<file path="config.mk">
export PLATFORM = sky130hd
export DESIGN_NAME = seq_detector_param
export DESIGN_NICKNAME = d
export VERILOG_FILES = /design/src/rtl/seq_detector_param.sv
export SDC_FILE = /design/constraint.sdc
export NUM_CORES = 1
export LEC_CHECK = 0
export CELL_PAD_IN_SITES_DETAIL_PLACEMENT = 0
export CELL_PAD_IN_SITES_GLOBAL_PLACEMENT = 1
export CORE_ASPECT_RATIO = 1.75
export CORE_UTILIZATION = 43
export DETAILED_ROUTE_END_ITERATION = 8
export PLACE_DENSITY_LB_ADDON = 0.1
export SLEW_MARGIN = 10
export SYNTH_ARGS = -nofsm -noshare
export SYNTH_HDL_FRONTEND = slang
export SYNTH_SLANG_ARGS = --single-unit
export TNS_END_PERCENT = 30
</file>
<file path="constraint.sdc">
create_clock -name clock -period 4.7 [get_ports clock]
set_input_delay 0.705 -clock clock [delete_from_list [all_inputs] [get_ports clock]]
set_output_delay 0.705 -clock clock [all_outputs]
set_load 0.005 [all_outputs]
</file>
<file path="src/rtl/seq_detector_param.sv">
// Runtime-programmable serial pattern detector. It produces a registered one-cycle match pulse.
// Define SEQ_DET_COUNT_EN to add the saturating match_count output.
module seq_detector_param #(
    parameter int PAT_W = 8,
    parameter int LEN_W = 4,
    parameter int CNT_W = 16
) (
    input  logic             clock,
    input  logic             reset,
    input  logic             sequence_in,
    input  logic             in_valid,
    input  logic             cfg_load,
    input  logic [PAT_W-1:0] pattern,
    input  logic [LEN_W-1:0] pat_len,
    input  logic             overlap_en,
`ifdef SEQ_DET_COUNT_EN
    output logic [CNT_W-1:0] match_count,
`endif
    output logic             detector_out
);

    localparam logic [LEN_W-1:0] PAT_W_L = LEN_W'(PAT_W);

    // The fill counter is the real state. The phase only names which side of len it sits on.
    typedef enum logic {FILLING, ARMED} phase_t;

    logic [PAT_W-1:0] pat_q, pat_d;
    logic [LEN_W-1:0] len_q, len_d;
    logic             ovl_q, ovl_d;
    logic [PAT_W-1:0] hist_q, hist_d;
    logic [LEN_W-1:0] fill_q, fill_d;
    logic             out_q, out_d;

    logic [PAT_W-1:0] hist_sh;
    logic [PAT_W-1:0] mask;
    logic [LEN_W-1:0] fill_inc;
    phase_t           phase_n;
    logic             hit;
    logic             hit_acc;

`ifdef SEQ_DET_COUNT_EN
    logic [CNT_W-1:0] cnt_q, cnt_d;
`endif

    always_ff @(posedge clock) begin
        if (!reset) begin
            pat_q  <= '0;
            len_q  <= '0;
            ovl_q  <= 1'b1;
            hist_q <= '0;
            fill_q <= '0;
            out_q  <= 1'b0;
`ifdef SEQ_DET_COUNT_EN
            cnt_q  <= '0;
`endif
        end else begin
            pat_q  <= pat_d;
            len_q  <= len_d;
            ovl_q  <= ovl_d;
            hist_q <= hist_d;
            fill_q <= fill_d;
            out_q  <= out_d;
`ifdef SEQ_DET_COUNT_EN
            cnt_q  <= cnt_d;
`endif
        end
    end

    always_comb begin
        pat_d    = pat_q;
        len_d    = len_q;
        ovl_d    = ovl_q;
        hist_d   = hist_q;
        fill_d   = fill_q;
        out_d    = 1'b0;
        hist_sh  = {hist_q[PAT_W-2:0], sequence_in};
        fill_inc = (fill_q >= PAT_W_L) ? PAT_W_L : fill_q + LEN_W'(1);
        phase_n  = (fill_inc >= len_q) ? ARMED : FILLING;
        for (int i = 0; i < PAT_W; i++) begin
            mask[i] = (i < int'(len_q));
        end
        // Matching is evaluated on the post-shift history, so a pulse lands one edge after the last bit.
        hit     = (len_q != '0) && (phase_n == ARMED) && (((hist_sh ^ pat_q) & mask) == '0);
        hit_acc = 1'b0;

        if (cfg_load) begin
            pat_d  = pattern;
            len_d  = (pat_len > PAT_W_L) ? PAT_W_L : pat_len;
            ovl_d  = overlap_en;
            hist_d = '0;
            fill_d = '0;
        end else if (in_valid) begin
            hist_d  = hist_sh;
            hit_acc = hit;
            out_d   = hit;
            // In non-overlap mode, refilling from zero makes the stale history bits irrelevant.
            fill_d  = (hit && !ovl_q) ? '0 : fill_inc;
        end
    end

`ifdef SEQ_DET_COUNT_EN
    always_comb begin
        cnt_d = cnt_q;
        if (cfg_load) begin
            cnt_d = '0;
        end else if (hit_acc && (cnt_q != {CNT_W{1'b1}})) begin
            cnt_d = cnt_q + CNT_W'(1);
        end
    end

    assign match_count = cnt_q;
`endif

    assign detector_out = out_q;

endmodule
</file>
==> impl_metrics.tcl, run 1 <==
set metrics [dict create \
    fp-row-count 25 \
    crit_chain "clkdlybuf4s50_1 > nand3b_1 > or3b_2 > o21ai_0" \
    antenna_cells 0 \
    synth_top_area_share_pct 39.1 \
    setup_tns_ns 0 \
    track_usage_pct 17.5 \
    fin_area_um2 1520 \
    cts_hold_buf 0 \
    routed_via_density 5.27 \
    synthFlopType "dfxtp_1" \
    synth_cell_types 32 \
    finalNetCount 177 \
    syn_avg_cell_area_um2 9.48 \
    finalCritPeriodShare_pct 50.0 \
    wl_per_cell_um 13.9 \
    drt.antenna.violating_nets 0 \
    cp_slowest_stage_delay_ns 0.82 \
    maxCapViolCount 0 \
    synth-seq-cells 25 \
    synth-edff-count 0 \
    dieArea_um2 3210 \
    critPathCaptureType "flop" \
    cts_resized 0 \
    ir_worst_vdd_v 0.000289 \
    dieWidth_um 43.2 \
    r2r_cells 8 \
    clock_latency_ns 0.27 \
    synth_area_leaders "dfxtp_1 39%, mux2i_1 13%, nor2b_1 6.4%, ha_1 5.9%, xor2_1 4.1%" \
    grt_pass1_vias 921 \
    gr-total-overflow 0 \
    critical_path_class "primary input to flop" \
    drt_iter0_drc 10 \
    clk_path_buf_depth 2 \
    p_leak_nw 0.629 \
    worst_slew_pin_slew_ns 0.797 \
    grt_max_degree 18 \
    post_cts_buffers 0 \
    io_buffers 18 \
    clock-sinks 25 \
    finalClockSkew_ns 0.00142 \
    reg2reg_to "fill_q[3]" \
    ioPinCount 19 \
    critPathMaxFanout 17 \
    ys_warn_count 0 \
    worstSetupStartpointType "primary input" \
    grt_pass1_wl_mm 4.19 \
    initial_core_util_pct 46.5 \
    finalCriticalPeriod_ns 2.35 \
    place_congestion 0.776 \
    via_count 944 \
    drcViolationCount 0 \
    hold_end "fill_q[2]" \
    synthArstFlopShare_pct 0 \
    synth_area_um2 1280 \
    yosys-top-cells-count "25 x dfxtp_1, 17 x mux2i_1, 13 x nor2b_1" \
    routed_wl_mm 2.49 \
    placed_cell_area_um2 1470 \
    drive_gt1_share_pct 6.58 \
    areaGrowthSynthToFinish_pct 18.8 \
    syn_nets 159 \
    syn_inst 135 \
    seq_area_frac_synth_pct 39.1 \
    outcome "finished, final reports clean" \
    yosysMostFrequentCell "dfxtp_1" \
    relSlewSlack_pct 46.7 \
    core_um2 2750 \
    cts_max_level 1 \
    cts_tree "done" \
    timing.rr.start "fill_q[0]" \
    cts_root_buf "clkbuf_8" \
    critical_path_arrival_ns 2.56 \
    finalHoldViolations 0 \
    cp_slowest_cell "clkdlybuf4s50_1" \
    fp.dieH_um 74.2 \
    yosysTopAreaCell "dfxtp_1" \
    critical_path_required_ns 4.90 \
    drv_slew 0 \
    power_density_nw_per_um2 270 \
    setup_viol 0 \
    pre_cts_slack_ns 2.04 \
    cts_buffers 3 \
    path_clk_slew_ns 0.09 \
    rsz0062_at_grt "false" \
    hold_start "fill_q[2]" \
    reg2reg_slack_ns 2.39 \
    antenna_found_initial 0 \
    hpwl_mm 1.95 \
    worstHoldPathCells 2 \
    fmax_mhz 425 \
    drtPass1Iterations 4 \
    hold_path.class "flop to flop" \
    timing.final.ws_setup_ns 2.35 \
]
==> sequential cells by signal, summed over array words and instances (netlist names) <==
signal and flops:
pat_q 8, hist_q 7, fill_q 4, len_q 4, detector_out 1, ovl_q 1
==> power breakdown <==
| part | switching, mW | internal [mW] | leakage [nW] |
|---|---|---|---|
| Combinational | 0.0235 | 0.0330 | 0.400 |
| Sequential | 0.00708 | 0.219 | 0.204 |
| Clock | 0.0687 | 0.0593 | 0.0255 |
| Total | 0.0993 | 0.311 | 0.629 |
==> layout make-up <==
type	instances	area [um2]
fill	270	1230
multi-input combinational	98	733
sequential	25	500
timing repair buffer	18	180
clock buffer	3	41.3
tap	27	33.8
inverter	7	26.3
clock inverter	1	5.00
==> worst max-delay path by stage <==
stage,start,end,slack (ns)
finish,cfg_load,fill_q[1],2.35
global route,cfg_load,fill_q[1],2.21
global placement,cfg_load,fill_q[1],2.08
floorplan,fill_q[0],fill_q[3],2.59
detailed placement,cfg_load,fill_q[1],2.04
CTS,cfg_load,fill_q[1],2.33
==> metal layers <==
| layer | global-route usage, % | wire length, um | vias up |
|---|---|---|---|
| met3 | 2.18 | 46 | 4 |
| met2 | 30.7 | 1330 | 12 |
| met4 | 9.09 | 52 | 0 |
| li1 | - | - | 491 |
| met5 | 0 | 0 | - |
| met1 | 20.4 | 1070 | 437 |
==> cells by family (layout without fill, tap and decap cells) <==
logic type	after synthesis	after routing	share of synthesized area, %
AND/OR/NAND/NOR	49	49	21.5
multiplexers	18	18	14.5
AO/OA/AOI/OAI	16	16	9.29
XOR/XNOR	9	9	6.16
adder cells (fa/ha/maj)	6	6	5.86
buffers and inverters	12	29	3.62
flip-flops	25	25	39.1
==> critical path: cells and delay by family <==
kind,cells,cell delay (ns)
and+or+nand+nor,2,0.89
buffers and inverters,1,0.82
AOI/OAI and AO/OA,1,0.13
==> layout by cell type, fill, tap and decap left out, drive strengths merged, types with 4 or more instances in the layout <==
| master | n |
|---|---|
| clkdlybuf4s50 | 18 |
| mux2i | 17 |
| nand2 | 8 |
| nor2b | 13 |
| o21ai | 6 |
| ha | 6 |
| nor3 | 4 |
| dfxtp | 25 |
| xor2 | 6 |
| nor2 | 12 |
| inv | 7 |
==> metrics by stage <==
stage          std cells  utilization (%)  total power, mW  hold slack, ns
4_1_cts              179             55.2            0.415           0.501
3_5_place_dp         175             53.5            0.288           0.489
5_1_grt              179             55.2            0.430           0.529
3_3_place_gp         175             53.5            0.287           0.484
6_report             179             55.2            0.410           0.495
2_1_floorplan        135                -            0.265           0.432
Note: power is estimated with default switching activity, not from simulation.
==> inputs of run 2 (changes only) <==
CORE_UTILIZATION = 36   (was 43)
clock period = 2.06 ns   (was 4.7 ns; I/O delays follow)
==> run 2 against run 1 <==
Effect of this change:
- the run now ends with setup timing left
- combinational power increased to 2.8 times the previous value
- flip-flop and latch count did not move
- hold slack better by 0.0092 ns
- total power is 140% higher
- first-iteration DRC count rose by 70%
- routed wire length rose by 9.6%
- critical path depth is 5 higher
- clock power is 130% higher
==> impl_metrics.tcl, run 2 (same netlist as run 1, synthesis figures left out) <==
set metrics [dict create \
    cts_tree "done" \
    drv_slew 0 \
    reg_top3 "pat_q (8), hist_q (7)" \
    routed_via_density 4.74 \
    critical_path_class "flop to flop" \
    relSlewSlack_pct 81.5 \
    whs_ns 0.504 \
    areaGrowthSynthToFinish_pct 34.6 \
    cts_buffers 3 \
    io_buffers 18 \
    routed_wl_mm 2.73 \
    violations "setup timing" \
    placed_cell_area_um2 1560 \
    core_um2 3400 \
    fin_cells 206 \
    fin_area_um2 1720 \
    ir_worst_vdd_v 0.000437 \
    critPathCaptureType "flop" \
    antenna_cells 0 \
    maxCapViolCount 0 \
    clock-sinks 25 \
    p_clk_share_pct 30.2 \
    cts_root_buf "clkbuf_8" \
    fp-row-count 28 \
    worst_slew_pin_slew_ns 0.278 \
    dpl.cell_count 201 \
    power_density_nw_per_um2 560 \
    clk_path_buf_depth 2 \
    grt_pass1_vias 984 \
    dieWidth_um 47.1 \
    comb_power_share_pct 16.4 \
    final_cell_mix "23 x dfxtp_1, 18 x clkdlybuf4s50_1, 17 x mux2i_1" \
    cts_hold_buf 0 \
    p_leak_nw 0.681 \
    ioPinCount 19 \
    wl_per_cell_um 13.3 \
    worstHoldPathCells 2 \
    largest_reg_flops 8 \
    drive_gt1_share_pct 20.5 \
    finalClockSkew_ns 0.00345 \
    drtPass1Iterations 4 \
    timing.final.ws_setup_ns -0.0191 \
    path_clk_slew_ns 0.09 \
    drcViolationCount 0 \
    switchingPower_mw 0.234 \
    setup_tns_ns -0.0191 \
    drt_iter0_drc 17 \
    rsz0062_at_grt "true" \
    critical_path_arrival_ns 2.25 \
    cts_max_level 1 \
    finalCriticalPeriod_ns 2.08 \
    finalHoldViolations 0 \
    r2r_cells 9 \
    critPathMaxFanout 4 \
    intPower_mw 0.731 \
    drt.antenna.violating_nets 0 \
    regMostFlops "pat_q" \
    seq_power_share_pct 53.4 \
    finalCritPeriodShare_pct 101 \
    place_congestion 0.775 \
    swShare_pct 24.2 \
    hpwl_mm 2.09 \
    worstSetupStartpointType "flop" \
    finalNetCount 186 \
    grt_pass1_wl_mm 4.47 \
    antenna_found_initial 0 \
    final_common_cell "dfxtp_1" \
    grt_max_degree 17 \
    hold_path.class "flop to flop" \
    setup_viol 1 \
    clock_latency_ns 0.27 \
    fillers 341 \
    pre_cts_slack_ns -0.0860 \
    fp.dieH_um 80.9 \
    track_usage_pct 16.2 \
    initial_core_util_pct 37.7 \
    critical_path_required_ns 2.24 \
    via_count 976 \
    dieArea_um2 3810 \
    outcome "finished, violations left" \
    fmax_mhz 481 \
    gr-total-overflow 0 \
]
run 2: worst paths after layout:
kind / from / endpoint / slack, ns
max: fill_q[1] / fill_q[3] / -0.02
min: ovl_q / ovl_q / 0.50
max reg2reg: fill_q[1] / fill_q[3] / -0.02
min reg2reg: ovl_q / ovl_q / 0.50
run 2: per-layer routing:
| metal | wire (um) | up-vias | GRT usage [%] | part of all wire [%] |
|---|---|---|---|---|
| met5 | 0 | - | 0 | 0 |
| met4 | 26 | 0 | 5.71 | 0.95 |
| met3 | 34 | 2 | 2.22 | 1.2 |
| met2 | 1580 | 10 | 29.0 | 58 |
| met1 | 1090 | 457 | 18.6 | 40 |
| li1 | - | 507 | - | - |
run 2: worst max-delay path, stage by stage, from the launching register on:
cell and delay [ns]:
dfxtp_2 0.32, buf_4 0.14, ha_4 0.17, xnor2_4 0.18, nor2_2 0.06, ha_2 0.20, a2111oi_4 0.30, a21oi_2 0.06
and4bb_4 0.22, a2111oi_4 0.32
run 2: power by group through the flow:
stage          sequential [mW]  clock, mW  combinational, mW
2_1_floorplan            0.522          0             0.0849
3_3_place_gp             0.526          0              0.138
3_5_place_dp             0.527          0              0.140
4_1_cts                  0.516      0.305              0.147
5_1_grt                  0.519      0.321              0.177
6_report                 0.516      0.291              0.159
run 2: per-stage QoR:
step | power [mW] | utilization (%)
final | 0.966 | 50.7
after detailed placement | 0.667 | 46.0
after CTS | 0.967 | 48.3
after global placement | 0.664 | 46.0
after floorplan | 0.607 | -
after global routing | 1.02 | 50.7
run 2: final cells by class:
| class | instances | area [um2] | area share [%] |
|---|---|---|---|
| Inverter | 7 | 26.3 | 1.53 |
| Timing Repair Buffer | 27 | 251 | 14.6 |
| Sequential cell | 25 | 503 | 29.2 |
| Clock inverter | 1 | 5.00 | 0.290 |
| Clock buffer | 3 | 41.3 | 2.40 |
| Tap cell | 45 | 56.3 | 3.27 |
| Multi-Input combinational cell | 98 | 840 | 48.7 |
run 2: timing repair:
item | in CTS | in global routing
buffers inserted | 1 | 0
pin swaps | 4 | 8
setup endpoints to repair | 3 | 5
gates resized for setup | 4 | 14
endpoints found under the hold margin | 0 | 0
